### config.mk
export PLATFORM = sky130hd
export DESIGN_NAME = io_bus_arbiter
export DESIGN_NICKNAME = d
export VERILOG_FILES = /design/src/rtl/io_bus_arbiter.sv
export SDC_FILE = /design/constraint.sdc
export NUM_CORES = 1
export LEC_CHECK = 0
export ABC_AREA = 0
export CAP_MARGIN = 20
export CORE_AREA = 10 10 154 156
export DETAILED_ROUTE_END_ITERATION = 16
export DIE_AREA = 0 0 164 166
export GPL_ROUTABILITY_DRIVEN = 0
export MAX_ROUTING_LAYER = met4
export PLACE_DENSITY = 0.7
export RECOVER_POWER = 50
export REMOVE_ABC_BUFFERS = 1
export SYNTH_ARGS = -nofsm -noshare
export SYNTH_HDL_FRONTEND = slang
export SYNTH_SLANG_ARGS = --single-unit
export TNS_END_PERCENT = 1
### constraint.sdc
create_clock -name clk -period 4.45 [get_ports clk]
set_input_delay 0.89 -clock clk [delete_from_list [all_inputs] [get_ports clk]]
set_output_delay 0.89 -clock clk [all_outputs]
set_load 0.02 [all_outputs]
### src/rtl/io_bus_arbiter.sv
// io_bus_arbiter: round-robin arbiter of NUM_REQUESTERS IO request channels onto one device port.
// Optional per-channel saturating grant counters are built when IO_ARB_STATS_EN is defined.
module io_bus_arbiter #(
    parameter int  NUM_REQUESTERS   = 4,
    parameter int  THREAD_IDX_WIDTH = 2,
    parameter int  IO_LATENCY       = 1,
    localparam int REQ_IDX_WIDTH    = (NUM_REQUESTERS > 1) ? $clog2(NUM_REQUESTERS) : 1
) (
    input  logic                                         clk,
    input  logic                                         reset,
    input  logic [NUM_REQUESTERS-1:0]                    req_valid,
    input  logic [NUM_REQUESTERS-1:0]                    req_store,
    input  logic [NUM_REQUESTERS*32-1:0]                 req_address,
    input  logic [NUM_REQUESTERS*32-1:0]                 req_data,
    input  logic [NUM_REQUESTERS*THREAD_IDX_WIDTH-1:0]   req_thread,
    output logic [NUM_REQUESTERS-1:0]                    req_ready,
    output logic                                         io_write_en,
    output logic                                         io_read_en,
    output logic [31:0]                                  io_address,
    output logic [31:0]                                  io_write_data,
    input  logic [31:0]                                  io_read_data,
    output logic                                         rsp_valid,
    output logic                                         rsp_store,
    output logic [REQ_IDX_WIDTH-1:0]                     rsp_requester,
    output logic [THREAD_IDX_WIDTH-1:0]                  rsp_thread,
    output logic [31:0]                                  rsp_read_data
`ifdef IO_ARB_STATS_EN
    ,
    input  logic                                         stats_clear,
    output logic [NUM_REQUESTERS*16-1:0]                 grant_count
`endif
);

    typedef enum logic [1:0] {IDLE, ISSUE, WAIT, RESPOND} state_t;

    state_t                                         state_q, state_d;
    logic [REQ_IDX_WIDTH-1:0]                       ptr_q, ptr_d, win;
    logic                                           any_valid, grant;
    logic [3:0]                                     cnt_q, cnt_d;

    logic                                           store_q;
    logic [31:0]                                    addr_q, wdata_q;
    logic [THREAD_IDX_WIDTH-1:0]                    thread_q;
    logic [REQ_IDX_WIDTH-1:0]                       idx_q;

    logic                                           rsp_store_q;
    logic [REQ_IDX_WIDTH-1:0]                       rsp_req_q;
    logic [THREAD_IDX_WIDTH-1:0]                    rsp_thread_q;
    logic [31:0]                                    rsp_data_q;

    logic [NUM_REQUESTERS-1:0][31:0]                addr_arr, data_arr;
    logic [NUM_REQUESTERS-1:0][THREAD_IDX_WIDTH-1:0] thread_arr;

    assign addr_arr   = req_address;
    assign data_arr   = req_data;
    assign thread_arr = req_thread;

    // First valid channel at or after the pointer; cand carries one extra bit for the wrap.
    always_comb begin
        logic [REQ_IDX_WIDTH:0] cand;
        cand      = '0;
        win       = '0;
        any_valid = 1'b0;
        for (int k = 0; k < NUM_REQUESTERS; k++) begin
            cand = {1'b0, ptr_q} + (REQ_IDX_WIDTH+1)'(k);
            if (cand >= (REQ_IDX_WIDTH+1)'(NUM_REQUESTERS))
                cand = cand - (REQ_IDX_WIDTH+1)'(NUM_REQUESTERS);
            if (!any_valid && req_valid[cand[REQ_IDX_WIDTH-1:0]]) begin
                any_valid = 1'b1;
                win       = cand[REQ_IDX_WIDTH-1:0];
            end
        end
    end

    always_comb begin
        state_d = state_q;
        ptr_d   = ptr_q;
        cnt_d   = cnt_q;
        grant   = 1'b0;
        case (state_q)
            // RESPOND doubles as an arbitration slot so back-to-back requests lose no cycle.
            IDLE, RESPOND: begin
                state_d = IDLE;
                if (any_valid) begin
                    grant   = 1'b1;
                    state_d = ISSUE;
                    ptr_d   = (win == REQ_IDX_WIDTH'(NUM_REQUESTERS-1)) ? '0
                                                                        : win + REQ_IDX_WIDTH'(1);
                end
            end
            ISSUE: begin
                cnt_d   = 4'(IO_LATENCY-1);
                state_d = WAIT;
            end
            WAIT: begin
                if (cnt_q == 4'd0) state_d = RESPOND;
                else               cnt_d   = cnt_q - 4'd1;
            end
            default: state_d = IDLE;
        endcase
    end

    always_comb begin
        req_ready = '0;
        if (grant) req_ready[win] = 1'b1;
    end

    always_ff @(posedge clk or negedge reset) begin
        if (!reset) begin
            state_q      <= IDLE;
            ptr_q        <= '0;
            cnt_q        <= '0;
            store_q      <= 1'b0;
            addr_q       <= '0;
            wdata_q      <= '0;
            thread_q     <= '0;
            idx_q        <= '0;
            rsp_store_q  <= 1'b0;
            rsp_req_q    <= '0;
            rsp_thread_q <= '0;
            rsp_data_q   <= '0;
        end else begin
            state_q <= state_d;
            ptr_q   <= ptr_d;
            cnt_q   <= cnt_d;
            if (grant) begin
                store_q  <= req_store[win];
                addr_q   <= addr_arr[win];
                wdata_q  <= data_arr[win];
                thread_q <= thread_arr[win];
                idx_q    <= win;
            end
            // Response fields change only on the edge that enters RESPOND, so they hold otherwise.
            if (state_q == WAIT && cnt_q == 4'd0) begin
                rsp_store_q  <= store_q;
                rsp_req_q    <= idx_q;
                rsp_thread_q <= thread_q;
                rsp_data_q   <= store_q ? '0 : io_read_data;
            end
        end
    end

    assign io_read_en    = (state_q == ISSUE) && !store_q;
    assign io_write_en   = (state_q == ISSUE) &&  store_q;
    assign io_address    = addr_q;
    assign io_write_data = wdata_q;

    assign rsp_valid     = (state_q == RESPOND);
    assign rsp_store     = rsp_store_q;
    assign rsp_requester = rsp_req_q;
    assign rsp_thread    = rsp_thread_q;
    assign rsp_read_data = rsp_data_q;

`ifdef IO_ARB_STATS_EN
    logic [NUM_REQUESTERS-1:0][15:0] gcnt_q;

    always_ff @(posedge clk or negedge reset) begin
        if (!reset) begin
            gcnt_q <= '0;
        end else begin
            for (int i = 0; i < NUM_REQUESTERS; i++) begin
                if (stats_clear)
                    gcnt_q[i] <= '0;
                else if (grant && win == REQ_IDX_WIDTH'(i) && gcnt_q[i] != 16'hFFFF)
                    gcnt_q[i] <= gcnt_q[i] + 16'd1;
            end
        end
    end

    assign grant_count = gcnt_q;
`endif

endmodule

==> impl_results.md, run 1 <==
* Seq cells post-synth at 114
* Clk slew on worst S/H paths at 0.06 ns
* Hold Buf Count CTS at 0
* Initial antenna violation count at 0
* Relative slew margins at -1.132
* Clock root buffer: clkbuf_16
* DIE HEIGHT at 166 um
* RSZ-0062 raised after global routing: false
* Slew Viols, Final at 106
* Share of the yosys chip area belonging to registers at 0.4578
* Gate power share at 0.577
* Gr usage total at 0.1969
* Initial DRC Count at 386
* Max-cap violations at 2
* Core Rows at 53
* Layout cells sized above 1 at 0.05090
* DIE AREA at 0.02722 sq mm
* Top_reg_cell synth: dfrtp_1
* CP arrival at 3.23 ns
* WS Path Type: primary input to output pin
* Failing checks: capacitance limit, slew limit
* Reg power frac at 0.242
* Clock period minus worst slack at 4.119 ns
* Max frequency at 242.8 MHz
* Worst Skew at 0.009574 ns
* Wire per inst at 20.97 um
* Worst slew pin tran at 3.198 ns
* Fin crit share at 0.9256
* Setup bufs post-CTS at 0
* First-pass GRT wire length at 40250 um
* Area grow syn2layout at 79.08%
* Die W at 164 um
* Status: finished, violations left
* Number of global-route vias before repair at 6592
* Clock Latency Late Sink at 0.41 ns
* Worst Path Max Fanout at 6
* Asr flop ratio synth at 1.000
* DP Wirelength at 20480 um
* Synth area leader: dfrtp_1
* Syn. warnings at 0
* Setup crit end kind: output pin
* Most frequent cells after synthesis: mux2i_1 (135), dfrtp_1 (114), nand2_1 (112)
* Drt pass-1 iters at 4
* Fin nets at 1301
* VDD IR max at 0.6028 mV
* Residual DRC at 0
* Multi-input combinational cell area at 0.003133 sq mm
* Worst min path class: register to register
* Clock Path Buffers at 2
* Starting Density at 0.3012
* Top Ports at 414
* PwrDens at 677.3 mW/mm^2
* IO Port Bufs at 413
* Number of CTS-inserted buffers at 17
* Sw Share at 0.4249
* ANT cells at 0
* Top cell type's share of synthesized area at 0.4578
* Largest net degree at the start of global routing at 135
* Post-route cell area at 0.01116 sq mm
* Most common cell in the synthesized netlist: mux2i_1
* Vias at 6209
* Number of synthesized flops with an enable pin at 0
* Final setup viols at 0
* Final wirelength at 26780 um
* Vias per cell at 4.862
* Syn Area/Cell at 10.47 sq um
* R2r setup slk at 1.25 ns
* Register area at 0.002853 sq mm
* Synth unique cells at 29
* Sw Pwr at 3.211 mW
* Synthesized area at 0.006231 sq mm
* Tot Pwr at 7.558 mW
* Leakage at 4.904 nW
* Placed instance area at 0.01057 sq mm
* Synthesized instance count at 595
* CTS tree: yes
* Post-route ant nets at 0
* Core footprint at 0.02069 sq mm
* Post-cts resize count at 0
* GRT overflow at 0
* Cell Int Power at 4.346 mW
* Clock share of power at 0.181
* Sink Count at 114
* Required time of the critical path at 3.56 ns
* CTS H-tree depth at 4
* Final Hold Viols at 0
* Startpoint types: primary input
* Fillers at 1883
* Top cells by area, synth: dfrtp_1 (46%), mux2i_1 (22%), o221ai_1 (9.7%)
==> final cells by class <==
class,count,share of cell area
repair buffers,422,0.3776
multi-input cells,428,0.2808
flip-flops and latches,114,0.2557
clock buffers,18,0.03936
well taps,275,0.03084
clock inverters,14,0.01379
inverters,6,0.002018
==> power groups by stage <==
stage	Clock (mW)	Combinational, mW	Sequential (mW)
detailed placement	0	4.41	1.84
floorplan	0	2.33	2.34
global route	1.45	4.71	1.89
global placement	0	4.38	1.83
CTS	1.40	4.42	1.83
finish	1.37	4.36	1.83
==> kinds of logic (layout without fill, tap and decap cells) <==
logic type / after synthesis / after routing / synth area share
and+or+nand+nor: 166 / 166 / 0.1183
DFF: 114 / 114 / 0.4578
adders and majority gates: 6 / 6 / 0.01205
buffers and inverters: 53 / 460 / 0.04438
AOI/OAI and AO/OA: 115 / 115 / 0.1398
muxes: 141 / 141 / 0.2277
==> through the flow <==
step	setup slack, ns	instances	setup TNS [ns]	hold WS [ns]	utilization
2_1_floorplan	-8.125	548	-514.63	0.4431	-
3_3_place_gp	0.4750	1244	0	0.4590	0.5111
3_5_place_dp	0.4370	1244	0	0.4691	0.5111
4_1_cts	0.4299	1276	0	0.4823	0.5397
5_1_grt	0.1281	1277	0	0.5031	0.5393
6_report	0.3312	1277	0	0.4763	0.5393
==> path summary, 6_finish.rpt <==
path                                 from                 to  cells past startpoint
setup / recovery             req_valid[1]       req_ready[1]                      7
hold / removal             io_address[18]     io_address[18]                      2
setup reg to reg               state_q[0]   rsp_read_data[2]                      6
hold reg to reg            io_address[18]     io_address[18]                      2
max in group asynchronous           reset  io_write_data[25]                      1
min in group asynchronous           reset  rsp_read_data[26]                      1
==> registers in the layout, indices dropped and copies added, names as in the netlist <==
| register | flops |
|---|---|
| state_q | 2 |
| rsp_requester | 2 |
| rsp_store | 1 |
| cnt_q | 4 |
| ptr_q | 2 |
| idx_q | 2 |
| rsp_thread | 2 |
| store_q | 1 |
| io_write_data | 32 |
| rsp_read_data | 32 |
| thread_q | 2 |
| io_address | 32 |
==> routing by layer <==
layer / vias up / share of wire / GRT usage
li1: 2965 / - / -
met5: - / 0 / -
met4: 0 / 0.018 / 0.05908
met1: 2973 / 0.41 / 0.2271
met2: 243 / 0.51 / 0.3273
met3: 28 / 0.067 / 0.05231
==> cell usage in the layout (no fill, tap or decap), types with 7 or more instances in the layout <==
master	Yosys	routed
clkbuf_16	0	17
o221ai_1	69	68
dfrtp_1	114	114
nand2b_1	33	33
o21ai_0	37	37
nand2_1	112	111
dlygate4sd3_1	0	12
clkdlybuf4s50_1	0	400
mux2i_1	135	135
nor2_1	7	7
==> worst max-delay path, stage by stage <==
cell and delay (ns):
dlygate4sd3_1 0.74, nor2b_1 0.12, nor2_1 0.22, o21ai_0 0.11, a21oi_1 0.32, and3_1 0.22, clkdlybuf4s50_1 0.61
Note: power is estimated with default switching activity, not from simulation.
==> run 2, diff against run 1 <==
- CELL_PAD_IN_SITES_DETAIL_PLACEMENT: not set -> 0
- CELL_PAD_IN_SITES_GLOBAL_PLACEMENT: not set -> 2
- CORE_AREA: 10 10 154 156 -> not set
- CORE_MARGIN: not set -> 10
- CORE_UTILIZATION: not set -> 22
- DIE_AREA: 0 0 164 166 -> not set
- PLACE_DENSITY: 0.7 -> not set
- PLACE_DENSITY_LB_ADDON: not set -> 0.1
==> run 2 against run 1 <==
  * The flow still finishes with violations (capacitance limit, slew limit)
  * Combinational power up 2%
  * First-iteration DRC count shrank 37%
  * Worst hold slack lost 0.0014 ns
  * Global-route usage is 2.5 points lower
  * Critical endpoint is now req_ready[3]
  * Highest routed layer unchanged
==> impl_results.md, run 2 (synthesis results as in run 1) <==
* Status: finished, violations left
* Failing checks: capacitance limit, slew limit
* Met3 Wirelength at 2281 um
* Core Rows at 61
* Placed insts at 1347
* Worst Skew at 0.01311 ns
* Fin crit share at 0.9075
* CTS H-tree depth at 4
* PwrDens at 671.5 mW/mm^2
* Vias per cell at 4.412
* Slew Viols, Final at 45
* Core footprint at 0.02786 sq mm
* Relative slew margins at -0.4909
* Post-route ant nets at 0
* RSZ-0062 raised after global routing: false
* Max layer used: met4
* Number of CTS-inserted buffers at 17
* WS Path Type: primary input to output pin
* Fin nets at 1301
* Clock root buffer: clkbuf_16
* Clock Latency Late Sink at 0.42 ns
* Clock Path Buffers at 2
* Top Ports at 414
* Met1 wire length at 11690 um
* Startpoint types: primary input
* Vias at 6106
* Gr usage total at 0.1720
* Leakage at 4.947 nW
* DP Wirelength at 22880 um
* Post-route cell area at 0.01128 sq mm
* Place WS at 0.4094 ns
* Register area at 0.002853 sq mm
* Worst min path class: register to register
* First-pass GRT wire length at 44760 um
* Drt pass-1 iters at 4
* CTS tree: yes
* DIE AREA at 0.03546 sq mm
* Starting Density at 0.2237
* Residual DRC at 0
* VDD IR max at 0.4739 mV
* Post-cts resize count at 0
* Most frequent cells in the layout: clkdlybuf4s50_1 (381), mux2i_1 (135), dfrtp_1 (114)
* Final Hold Viols at 0
* Multi-input combinational cell area at 0.003133 sq mm
* Final wirelength at 30500 um
* Die W at 188.3 um
* Required time of the critical path at 3.56 ns
* Tot Pwr at 7.578 mW
* Fillers at 2774
* Placed instance area at 0.01072 sq mm
* Max frequency at 247.6 MHz
* Setup bufs post-CTS at 0
* IO Port Bufs at 413
* Initial DRC Count at 242
* GRT overflow at 0
* Worst slew pin tran at 2.233 ns
* Max-cap violations at 1
* Fin cells at 1384
* Hold Buf Count CTS at 0
* Number of global-route vias before repair at 6786
* Initial antenna violation count at 4
* Final setup viols at 0
* Clk slew on worst S/H paths at 0.05 ns
* Met2 WL at 16170 um
* Setup crit end kind: output pin
* Layout cells sized above 1 at 0.05190
* Area grow syn2layout at 81.10%
* DIE HEIGHT at 188.3 um
* Commonest non-fill, non-tap cell in the layout: clkdlybuf4s50_1
* R2r setup slk at 1.88 ns
* Final setup margin at 0.4115 ns
* CP arrival at 3.15 ns
* Worst Path Max Fanout at 6
* Sink Count at 114
* Largest net degree at the start of global routing at 135
* Wire per inst at 22.04 um
* Clock period minus worst slack at 4.039 ns
==> run 2: cell types whose count changed in the layout (fill, tap and decap cells not counted), sizes merged <==
cell	delta
clkinvlp	-2
bufinv	-1
clkinv	+2
dlygate4sd3	+19
clkbuf	-1
clkdlybuf4s50	-19
diode	+4
dlymetal6s2s	+1
inv	+1
==> run 2: per-layer routing <==
layer | vias up | track usage
met1 | 2901 | 0.1817
met5 | - | -
li1 | 2966 | -
met4 | 0 | 0.05098
met3 | 18 | 0.06056
met2 | 221 | 0.2977
==> run 2: final timing paths <==
kind	cells past startpoint	start	to
min reg2reg	2	idx_q[1]	idx_q[1]
min	2	idx_q[1]	idx_q[1]
max reg2reg	6	state_q[0]	rsp_read_data[2]
max	8	req_valid[3]	req_ready[3]
max in group asynchronous	2	reset	io_write_data[1]
min in group asynchronous	1	reset	rsp_read_data[27]
==> run 2: worst max-delay path, cell delays in order <==
cell and delay [ns]:
dlygate4sd3_1 0.76, nor2b_1 0.08, o21ai_1 0.27, o221ai_4 0.17, inv_1 0.08, ha_1 0.15, and2_1 0.14, clkdlybuf4s50_1 0.61
==> run 2: metrics by stage <==
stage | TNS (ns) | util | hold slack [ns]
2_1_floorplan | -514.63 | - | 0.4431
3_3_place_gp | 0 | 0.3846 | 0.4613
3_5_place_dp | 0 | 0.3846 | 0.4646
4_1_cts | 0 | 0.4051 | 0.4782
5_1_grt | 0 | 0.4051 | 0.5028
6_report | 0 | 0.4051 | 0.4749
==> run 2: power breakdown <==
part	switching [mW]	internal [mW]	leakage, nW
logic	2.47	1.96	3.24
clock network	0.551	0.790	0.281
registers	0.258	1.55	1.42
==> run 2: area by class of cell <==
type / instances / area share
well taps: 378 / 0.04191
multi-input cells: 428 / 0.2776
diodes: 4 / 0.0008870
flip-flops and latches: 114 / 0.2528
clock inverters: 14 / 0.01164
clock buffers: 18 / 0.03892
repair buffers: 422 / 0.3742
inverters: 6 / 0.001996
